`src/rtl/pipe_stage_skid.sv`:
```
// Inter-stage pipeline register with valid/ready handshake, optional two-entry skid
// buffer (registered ready), synchronous flush and bubble insertion on empty slots.
module pipe_stage_skid #(
    parameter int unsigned      WIDTH      = 32,
    parameter logic [WIDTH-1:0] BUBBLE_VAL = {WIDTH{1'b0}},
    parameter bit               SKID       = 1'b1
) (
    input  logic             i_clk,
    input  logic             i_rst_n,
    input  logic             i_valid,
    output logic             o_ready,
    input  logic [WIDTH-1:0] i_data,
    output logic             o_valid,
    input  logic             i_ready,
    output logic [WIDTH-1:0] o_data,
    input  logic             i_flush,
    output logic [1:0]       o_count
);

    typedef enum logic [1:0] {
        ST_EMPTY = 2'd0,
        ST_ONE   = 2'd1,
        ST_FULL  = 2'd2
    } state_t;

    state_t           state_p0, state_n;
    logic [WIDTH-1:0] main_p0, main_n;
    logic [WIDTH-1:0] skid_p0, skid_n;
    logic             en_p0;
    logic             accept;
    logic             emit;

    assign o_valid = (state_p0 != ST_EMPTY);
    assign o_data  = main_p0;
    assign o_count = state_p0;
    assign accept  = i_valid && o_ready;
    assign emit    = o_valid && i_ready;

    // Skid mode derives ready purely from flops, so i_ready never reaches o_ready.
    generate
        if (SKID) begin : g_ready_reg
            assign o_ready = en_p0 && (state_p0 != ST_FULL);
        end else begin : g_ready_comb
            assign o_ready = en_p0 && (!o_valid || i_ready);
        end
    endgenerate

    always_comb begin
        state_n = state_p0;
        main_n  = main_p0;
        skid_n  = skid_p0;
        case (state_p0)
            ST_EMPTY: begin
                if (accept) begin
                    main_n  = i_data;
                    state_n = ST_ONE;
                end
            end
            ST_ONE: begin
                if (accept && emit) begin
                    main_n = i_data;
                end else if (accept) begin
                    skid_n  = i_data;
                    state_n = ST_FULL;
                end else if (emit) begin
                    main_n  = BUBBLE_VAL;
                    state_n = ST_EMPTY;
                end
            end
            ST_FULL: begin
                if (emit) begin
                    main_n  = skid_p0;
                    skid_n  = BUBBLE_VAL;
                    state_n = ST_ONE;
                end
            end
            default: begin
                main_n  = BUBBLE_VAL;
                skid_n  = BUBBLE_VAL;
                state_n = ST_EMPTY;
            end
        endcase
        // Flush wins over everything; an emit this cycle has already completed downstream.
        if (i_flush) begin
            main_n  = BUBBLE_VAL;
            skid_n  = BUBBLE_VAL;
            state_n = ST_EMPTY;
        end
    end

    // ---- stage p0 registers ----
    always_ff @(posedge i_clk or negedge i_rst_n) begin
        if (!i_rst_n) begin
            state_p0 <= ST_EMPTY;
            en_p0    <= 1'b0;
        end else begin
            state_p0 <= state_n;
            en_p0    <= 1'b1;
        end
    end

    always_ff @(posedge i_clk or negedge i_rst_n) begin
        if (!i_rst_n) begin
            main_p0 <= BUBBLE_VAL;
            skid_p0 <= BUBBLE_VAL;
        end else begin
            main_p0 <= main_n;
            skid_p0 <= skid_n;
        end
    end

endmodule

```
`config.mk`:
```
export PLATFORM = sky130hd
export DESIGN_NAME = pipe_stage_skid
export DESIGN_NICKNAME = d
export VERILOG_FILES = /design/src/rtl/pipe_stage_skid.sv
export SDC_FILE = /design/constraint.sdc
export NUM_CORES = 1
export LEC_CHECK = 0
export ABC_AREA = 1
export BUFFER_PORTS_ARGS = -buffer_cell sky130_fd_sc_hd__buf_4
export CORE_ASPECT_RATIO = 0.7
export CORE_MARGIN = 2
export CORE_UTILIZATION = 45
export DETAILED_ROUTE_END_ITERATION = 10
export GPL_TIMING_DRIVEN = 0
export PLACE_DENSITY = 0.73
export SKIP_LAST_GASP = 1
export SLEW_MARGIN = 20
export SYNTH_ARGS = -nofsm -noshare
export SYNTH_HDL_FRONTEND = slang
export SYNTH_SLANG_ARGS = --single-unit
```
`constraint.sdc`:
```
create_clock -name i_clk -period 2 [get_ports i_clk]
set_input_delay 0.4 -clock i_clk [delete_from_list [all_inputs] [get_ports i_clk]]
set_output_delay 0.4 -clock i_clk [all_outputs]
set_load 0.03 [all_outputs]
```
After elaboration in Yosys (flattened, before gate mapping)

Index checks and enable logic that the tools add are counted.

Bits in registers: 67
Word-level logic and storage cells: 41
Bits of input ports: 37
Output and inout port bits: 36

Multiplexer cells: 17
Reduce and logical (&&, ||, !) cells: 9
Eq/ne operators: 11

Operator list:

| operator                                                              | count |
|---|---|
| 32-bit 2-to-1 mux                                                     | 8 |
| 32-bit one-hot mux with 3 select lines                                | 2 |
| 2-bit 2-to-1 mux                                                      | 6 |
| 3-bit != test, second input constant                                  | 4 |
| 4-bit != test, second input constant                                  | 3 |
| 4-bit AND reduction                                                   | 3 |
| 2-bit one-hot mux with 3 select lines                                 | 1 |
| 1-bit logical AND                                                     | 4 |
| 2-bit != test, second input constant                                  | 2 |
| 2-bit by 1-bit equality test with 1-bit output, second input constant | 1 |
| 2-bit equality test, second input constant                            | 1 |
| 2-bit zero test                                                       | 1 |
| 2-bit nonzero test                                                    | 1 |

Depth between registers and ports, before layout

Gate-level depths: netlist (run 1).

Word-level depth: 7
Mapped depth: 10
Gate-level depth less buffers: 9

Worst setup path after synthesis (run 1)

Ideal clock, no wire load.

Kind: register to output
From: register state_p0[0], in the netlist o_count[0]
To: output port o_ready
Path buffers: 1
Path slack: 184 ps
Arrival time: 1,416 ps
Cell stages (with the launch flop): 6
Required time: 1,600 ps
Cells stage by stage: dfrtp_1 inv_2 nand2_2 inv_2 clkbuf_1 nor2_1

Cells in the longest elaborated chain, start to end: 2

Ends and longest elaborated chain:

| what                     | line | text |
|---|---|---|
| start: declaration       | 26   | `state_t state_p0, state_n;` |
| start signal: assignment | 97   | `state_p0 <= state_n;` |
| 2-bit != test            | 42   | `assign o_ready = en_p0 && (state_p0 != ST_FULL);` |
| 1-bit logical AND        | 42   |  |
| end: declaration         | 11   | `output logic o_ready,` |

Every way passes these cells.

Final worst setup path (run 1)

From: register state_p0[1], in the netlist o_count[1]
To: register skid_p0[24]

Cells in the longest elaborated chain, start to end: 6
Elaborated cells on any way between the ends: 16
Classes of those cells: 7 x eq/ne; 2 x mux; 7 x reduce/logical

Ends and longest elaborated chain:

| what                          | line | text |
|---|---|---|
| 2-bit != test                 | 42   |  |
| 1-bit logical AND             | 42   |  |
| 1-bit logical AND             | 36   | `assign accept = i_valid && o_ready;` |
| 1-bit logical AND             | 60   | `if (accept && emit) begin` |
| 3-bit != test (no line)       | n/a  |  |
| 4-bit AND reduction (no line) | n/a  |  |
| end signal: assignment        | 108  | `skid_p0 <= skid_n;` |
| end: declaration              | 28   | `logic [WIDTH-1:0] skid_p0, skid_n;` |

Parallel ways exist; a longest one is shown, timed or not.
A chain may end at the register's enable or synchronous reset.

==> run summary, run 1 <==
Status: finished clean
Number of nets in the layout: 680
Post-CTS Setup Bufs: 0
Filler instances: 829
Synth top area share: 43.9%
Total of warnings raised by yosys: 0
Wire length per cell: 14.4 um
Worst Tran Pin Value: 878 ps
Clk Tree Root Cell: clkbuf_16
Final worst slack: 120 ps
Final WL: 10.9 mm
Average cell area after synthesis: 6.80 um2
M3 GR Usage: 7.31%
Core Util, Final: 57.3%
Syn Inst Count: 562
CP Cell Sequence: inv_1 > nand2_1 > nand2_1 > inv_1 > nand2_2 > buf_1 > nand4_1 > nand2_1
Sink Count: 67
Synth area leaders: dfrtp_1, nand2_1, inv_1, nand4_1, nand3_1
Minimum clock period: 1880 ps
CP Max Fanout: 10
Initial Util: 45.8%
DP Area: 4490 um2
Reg clk slew, reported paths: 50 ps
Relative slew margins: 41.5%
Resize count post-CTS: 1
GRT overflow: 0
Synth Flop Type: dfrtp_1
Max clock buf depth: 2
Die area: 9260 um2
Syn nets: 599
CP most frequent cell: nand2_1
Largest net degree at the start of global routing: 68
Number of global-route vias before repair: 3835
IO Port Bufs: 71
Worst-skew pair later-pin latency: 340 ps
Worst Path Arrival: 2150 ps
Kind of critical path: register to register
DRT iter0 DRCs: 373
Layer with the highest usage: met2
Vias: 3925
Core Area: 8340 um2
Io pins: 73
Hpwl dp: 7.49 mm
CTS H-tree depth: 3
Max Slew Vio Count: 0
Layout cells sized above 1: 18.1%
Peak supply drop: 0.000603 V
DR DRC count: 0
Routed Antenna Nets: 0
Slowest stage delay, CP: 450 ps
Unrepaired setup endpoints after global routing: false
Die Width: 114 um
Vias per Instance: 5.22
Crit-path slowest cell: buf_1
Min-delay worst type: input port to async pin
Drt first pass iters: 9
Post-route insts no fill: 752
GR Util All Layers: 25.2%
CTS buffer count: 9
Total negative slack: 0 ps
Setup violators final: 0
Synthesized area: 3820 um2
Crit end category: register
Area delta synth->final: 25.1%
Finished Cell Area: 4780 um2
Sequential fraction of the synthesis area: 43.9%
Netlist cell types: 19
PwrDens: 1100 nW/um2
Global-route wire length before repair: 18.1 mm
Post-synth ARST share: 100%
Gpl congestion: 0.938
Hold slack: 176 ps
Ant diodes: 0
Dpl cells: 738
Fin. Hold Viols: 0
Yosys reg bits: 67
Final period util: 94.0%
Max-cap violations: 0
Synth area leader: dfrtp_1
Pleak: 2.73 nW
Placement Setup Slack: 196 ps
CTS tree: yes
Initial antenna violation count: 0
Die span in y: 81.1 um
Clk_skew: 6.64 ps
Power, Total: 5.24 mW
Critical Path Source Type: register
Delay-heaviest family, CP: simple AND/OR/NAND/NOR gates
WP buf/inv: 3
Worst Path Required: 2270 ps
Peak Freq: 532 MHz
Hold-fix buffers at CTS: 0
EDFF count, synth: 0
Std-Cell Rows: 28
Met2 Usage GRT: 40.4%
Met1 usage: 33.1%
## kinds of logic (layout without fill, tap and decap cells)
kind of cell           count (synthesis)  in the layout  synth area share, %
other                                  1              1               0.0981
DFF                                   67             67                 43.9
and+or+nand+nor                      355            355                 40.1
buffers and inverters                108            193                 11.6
AOI/OAI and AO/OA                     31             31                 4.35
## cells in the final DEF (no fill, tap or decap)
master       n
nand4_1     35
nand3_2      3
clkbuf_8     2
nor2_1      12
buf_2       18
buf_1        3
clkbuf_1    13
a21oi_4      1
nor3_1      29
nand3_1     33
conb_1       1
clkbuf_2     1
nor2_2       1
inv_1       68
bufinv_16    1
nor2_4       1
dfrtp_1     67
inv_2        1
inv_4        1
nand2_2      2
o21ai_0     30
nand2_1    239
clkinv_2     1
buf_4       75
clkbuf_16    9
## synthesized netlist by cell type (2+ instances only)
cell,count
buf_1,3
buf_2,18
buf_4,4
clkbuf_1,13
dfrtp_1,67
inv_1,68
inv_2,2
nand2_1,239
nand2_2,2
nand3_1,33
nand3_2,3
nand4_1,35
nor2_1,12
nor3_1,29
o21ai_0,30
## per-layer routing
layer / vias to the layer above / wire (um) / share of wire [%]
met1: 1844 / 5040 / 46
met3: 13 / 839 / 7.7
met5: - / 0 / 0
met2: 148 / 4830 / 45
met4: 0 / 134 / 1.2
li1: 1920 / - / -
## registers in the layout, indices dropped and copies added (netlist names)
signal and flops:
en_p0 1, o_count 2, o_data 32, skid_p0 32
## layout make-up
| cell class | count | area (um2) | share of cell area, % |
|---|---|---|---|
| plain buffers | 37 | 178 | 3.72 |
| clock inverters | 2 | 35.0 | 0.733 |
| multi-input cells | 387 | 1700 | 35.6 |
| repair buffers | 71 | 533 | 11.1 |
| clock buffers | 13 | 260 | 5.44 |
| well taps | 105 | 131 | 2.75 |
| flip-flops and latches | 67 | 1680 | 35.1 |
| inverters | 70 | 265 | 5.55 |
## path summary, 6_finish.rpt
path	from	to	slack [ps]	cells after the start
worst min register to register	skid_p0[30]$_DFFE_PN0P_	skid_p0[30]$_DFFE_PN0P_	470	2
max in group asynchronous	i_rst_n	o_data[4]$_DFFE_PN0P_	1240	1
worst min-delay path	i_rst_n	o_data[22]$_DFFE_PN0P_	180	1
min in group i_clk	i_data[4]	o_data[4]$_DFFE_PN0P_	390	5
worst max register to register	o_count[1]$_DFFE_PN0P_	skid_p0[24]$_DFFE_PN0P_	120	8
worst max-delay path	o_count[1]$_DFFE_PN0P_	skid_p0[24]$_DFFE_PN0P_	120	8
## report_power, final
| part | leakage [nW] | switching, mW | internal [mW] |
|---|---|---|---|
| registers | 0.901 | 0.167 | 1.62 |
| logic | 1.68 | 1.27 | 0.594 |
| clock network | 0.146 | 0.562 | 1.02 |
No activity file was read; power rests on OpenSTA's default activity.
==> inputs of run 2 (changes only) <==
==> constraint.sdc (replaced) <==
create_clock -name i_clk -period 2 [get_ports i_clk]
set_input_delay 0.2 -clock i_clk [delete_from_list [all_inputs] [get_ports i_clk]]
set_output_delay 0.2 -clock i_clk [all_outputs]
set_load 0.03 [all_outputs]
==> run 2 against run 1 <==
Compared with the run above:
- the flow now finishes with violations (hold timing)
- power about the same
- critical endpoint unchanged
- largest power group unchanged
- wire length about the same
- count of clock-buffer cells in the layout unchanged
==> run summary, run 2 (synthesis results as in run 1) <==
Status: finished with violations
Failing checks: hold timing
Peak supply drop: 0.000603 V (about the same)
CTS tree: yes
CP Cell Sequence: inv_1 > nand2_1 > nand2_1 > inv_1 > nand2_2 > buf_1 > nand4_1 > nand2_1
CTS buffer count: 9 (unchanged)
Vias: 3931 (+0.15%)
Slowest stage delay, CP: 440 ps (about the same)
Worst-skew pair later-pin latency: 340 ps (about the same)
GRT overflow: 0 (unchanged)
Gpl congestion: 0.938 (unchanged)
Global-route wire length before repair: 18.2 mm (+0.19%)
Area delta synth->final: 25.1% (about the same)
Std-Cell Rows: 28 (unchanged)
Clk_skew: 7.17 ps (+0.533 ps)
Hpwl dp: 7.49 mm (unchanged)
Filler instances: 828 (-0.12%)
Most frequent cells in the layout: nand2_1, buf_4, inv_1
Power, Total: 5.24 mW (about the same)
Peak Freq: 544 MHz (+2.2%)
Final WL: 10.8 mm (about the same)
Crit-path slowest cell: buf_1
Min-delay worst type: input port to async pin
Pleak: 2.73 nW (about the same)
Crit end category: register
Routed Antenna Nets: 0 (unchanged)
Initial Util: 45.8% (unchanged)
Clk Tree Root Cell: clkbuf_16
Critical Path Source Type: register
Drt first pass iters: 6 (-3)
CTS H-tree depth: 3 (unchanged)
Number of global-route vias before repair: 3834 (-0.026%)
Unrepaired setup endpoints after global routing: false
Final period util: 91.9% (-2.0 points)
Core Area: 8340 um2 (unchanged)
Total negative slack: 0 ps (unchanged)
Io pins: 73 (unchanged)
Worst Tran Pin Value: 875 ps (-2.28 ps)
Ant diodes: 0 (unchanged)
Commonest non-fill, non-tap cell in the layout: nand2_1
Worst Path Arrival: 2110 ps (-40 ps)
Wire length per cell: 14.4 um (-0.19%)
DR DRC count: 0 (unchanged)
Fin. Hold Viols: 21 (+21)
Post-CTS Setup Bufs: 0 (unchanged)
WP buf/inv: 3 (unchanged)
Reg2Reg Setup Slack: 160 ps (+40 ps)
Die Width: 114 um (unchanged)
Max clock buf depth: 2 (unchanged)
Setup violators final: 0 (unchanged)
Die area: 9260 um2 (unchanged)
CP Max Fanout: 10 (unchanged)
Die span in y: 81.1 um (unchanged)
Sink Count: 67 (unchanged)
Vias per Instance: 5.22 (about the same)
Reg clk slew, reported paths: 60 ps (about the same)
Layout cells sized above 1: 18.1% (-0.028 points)
Largest net degree at the start of global routing: 68 (unchanged)
Worst Path Required: 2270 ps (about the same)
Minimum clock period: 1840 ps (-40.8 ps)
Relative slew margins: 41.6% (+0.15 points)
Max-cap violations: 0 (unchanged)
Initial antenna violation count: 0 (unchanged)
Hold slack: -28.7 ps (-205 ps)
Delay-heaviest family, CP: simple AND/OR/NAND/NOR gates
IO Port Bufs: 71 (unchanged)
Max Slew Vio Count: 0 (unchanged)
PwrDens: 1100 nW/um2 (about the same)
Kind of critical path: register to register
Number of nets in the layout: 681 (+0.15%)
CP most frequent cell: nand2_1
GR Util All Layers: 25.2% (about the same)
DRT iter0 DRCs: 387 (+3.8%)
[run 2: cell types whose count changed in the layout (fill, tap and decap cells not counted), sizes merged]
cell and delta:
clkbuf +1
[run 2: layout make-up]
type | count | area (um2) | share of cell area [%]
Buffer | 38 | 181 | 3.79
Clock buffer | 13 | 260 | 5.44
Clock inverter | 2 | 35.0 | 0.733
Inverter | 70 | 263 | 5.49
Multi-Input combinational cell | 387 | 1700 | 35.6
Sequential cell | 67 | 1680 | 35.1
Tap cell | 105 | 131 | 2.75
Timing Repair Buffer | 71 | 533 | 11.1
[run 2: timing repair]
item / in CTS / in global routing
setup endpoints to repair: 0 / 1
gates resized for setup: 0 / 2
hold endpoints to repair: 0 / 0
hold buffers: 0 / 0
[run 2: metal layers]
layer	global-route usage, %	part of all wire (%)	vias up
met1	33.2	46	1842
met2	40.5	45	152
li1	-	-	1923
met5	0	0	-
met3	7.31	7.6	14
met4	7.93	1.1	0
[run 2: where the power goes]
part	leakage, nW	internal [mW]	switching, mW	total, mW
registers	0.901	1.62	0.167	1.78
logic	1.68	0.592	1.27	1.86
clock network	0.146	1.02	0.568	1.59
[run 2: worst paths after layout]
check | from | to | depth (start not counted)
worst max-delay path | o_count[1]$_DFFE_PN0P_ | skid_p0[24]$_DFFE_PN0P_ | 8
worst min-delay path | i_rst_n | o_data[22]$_DFFE_PN0P_ | 1
min in group i_clk | i_data[4] | o_data[4]$_DFFE_PN0P_ | 5
worst max register to register | o_count[1]$_DFFE_PN0P_ | skid_p0[24]$_DFFE_PN0P_ | 8
max in group asynchronous | i_rst_n | skid_p0[7]$_DFFE_PN0P_ | 1
worst min register to register | skid_p0[15]$_DFFE_PN0P_ | skid_p0[15]$_DFFE_PN0P_ | 2
[run 2: per-stage QoR]
step           cell area [um2]  instances  worst slack (ps)  util, %
6_report                  4780        753               161     57.4
5_1_grt                   4780        753              36.0     57.4
4_1_cts                   4780        753              21.3     57.3
2_1_floorplan             3820        562               335        -
3_5_place_dp              4490        738               229     53.8
3_3_place_gp              4490        738               300     53.8
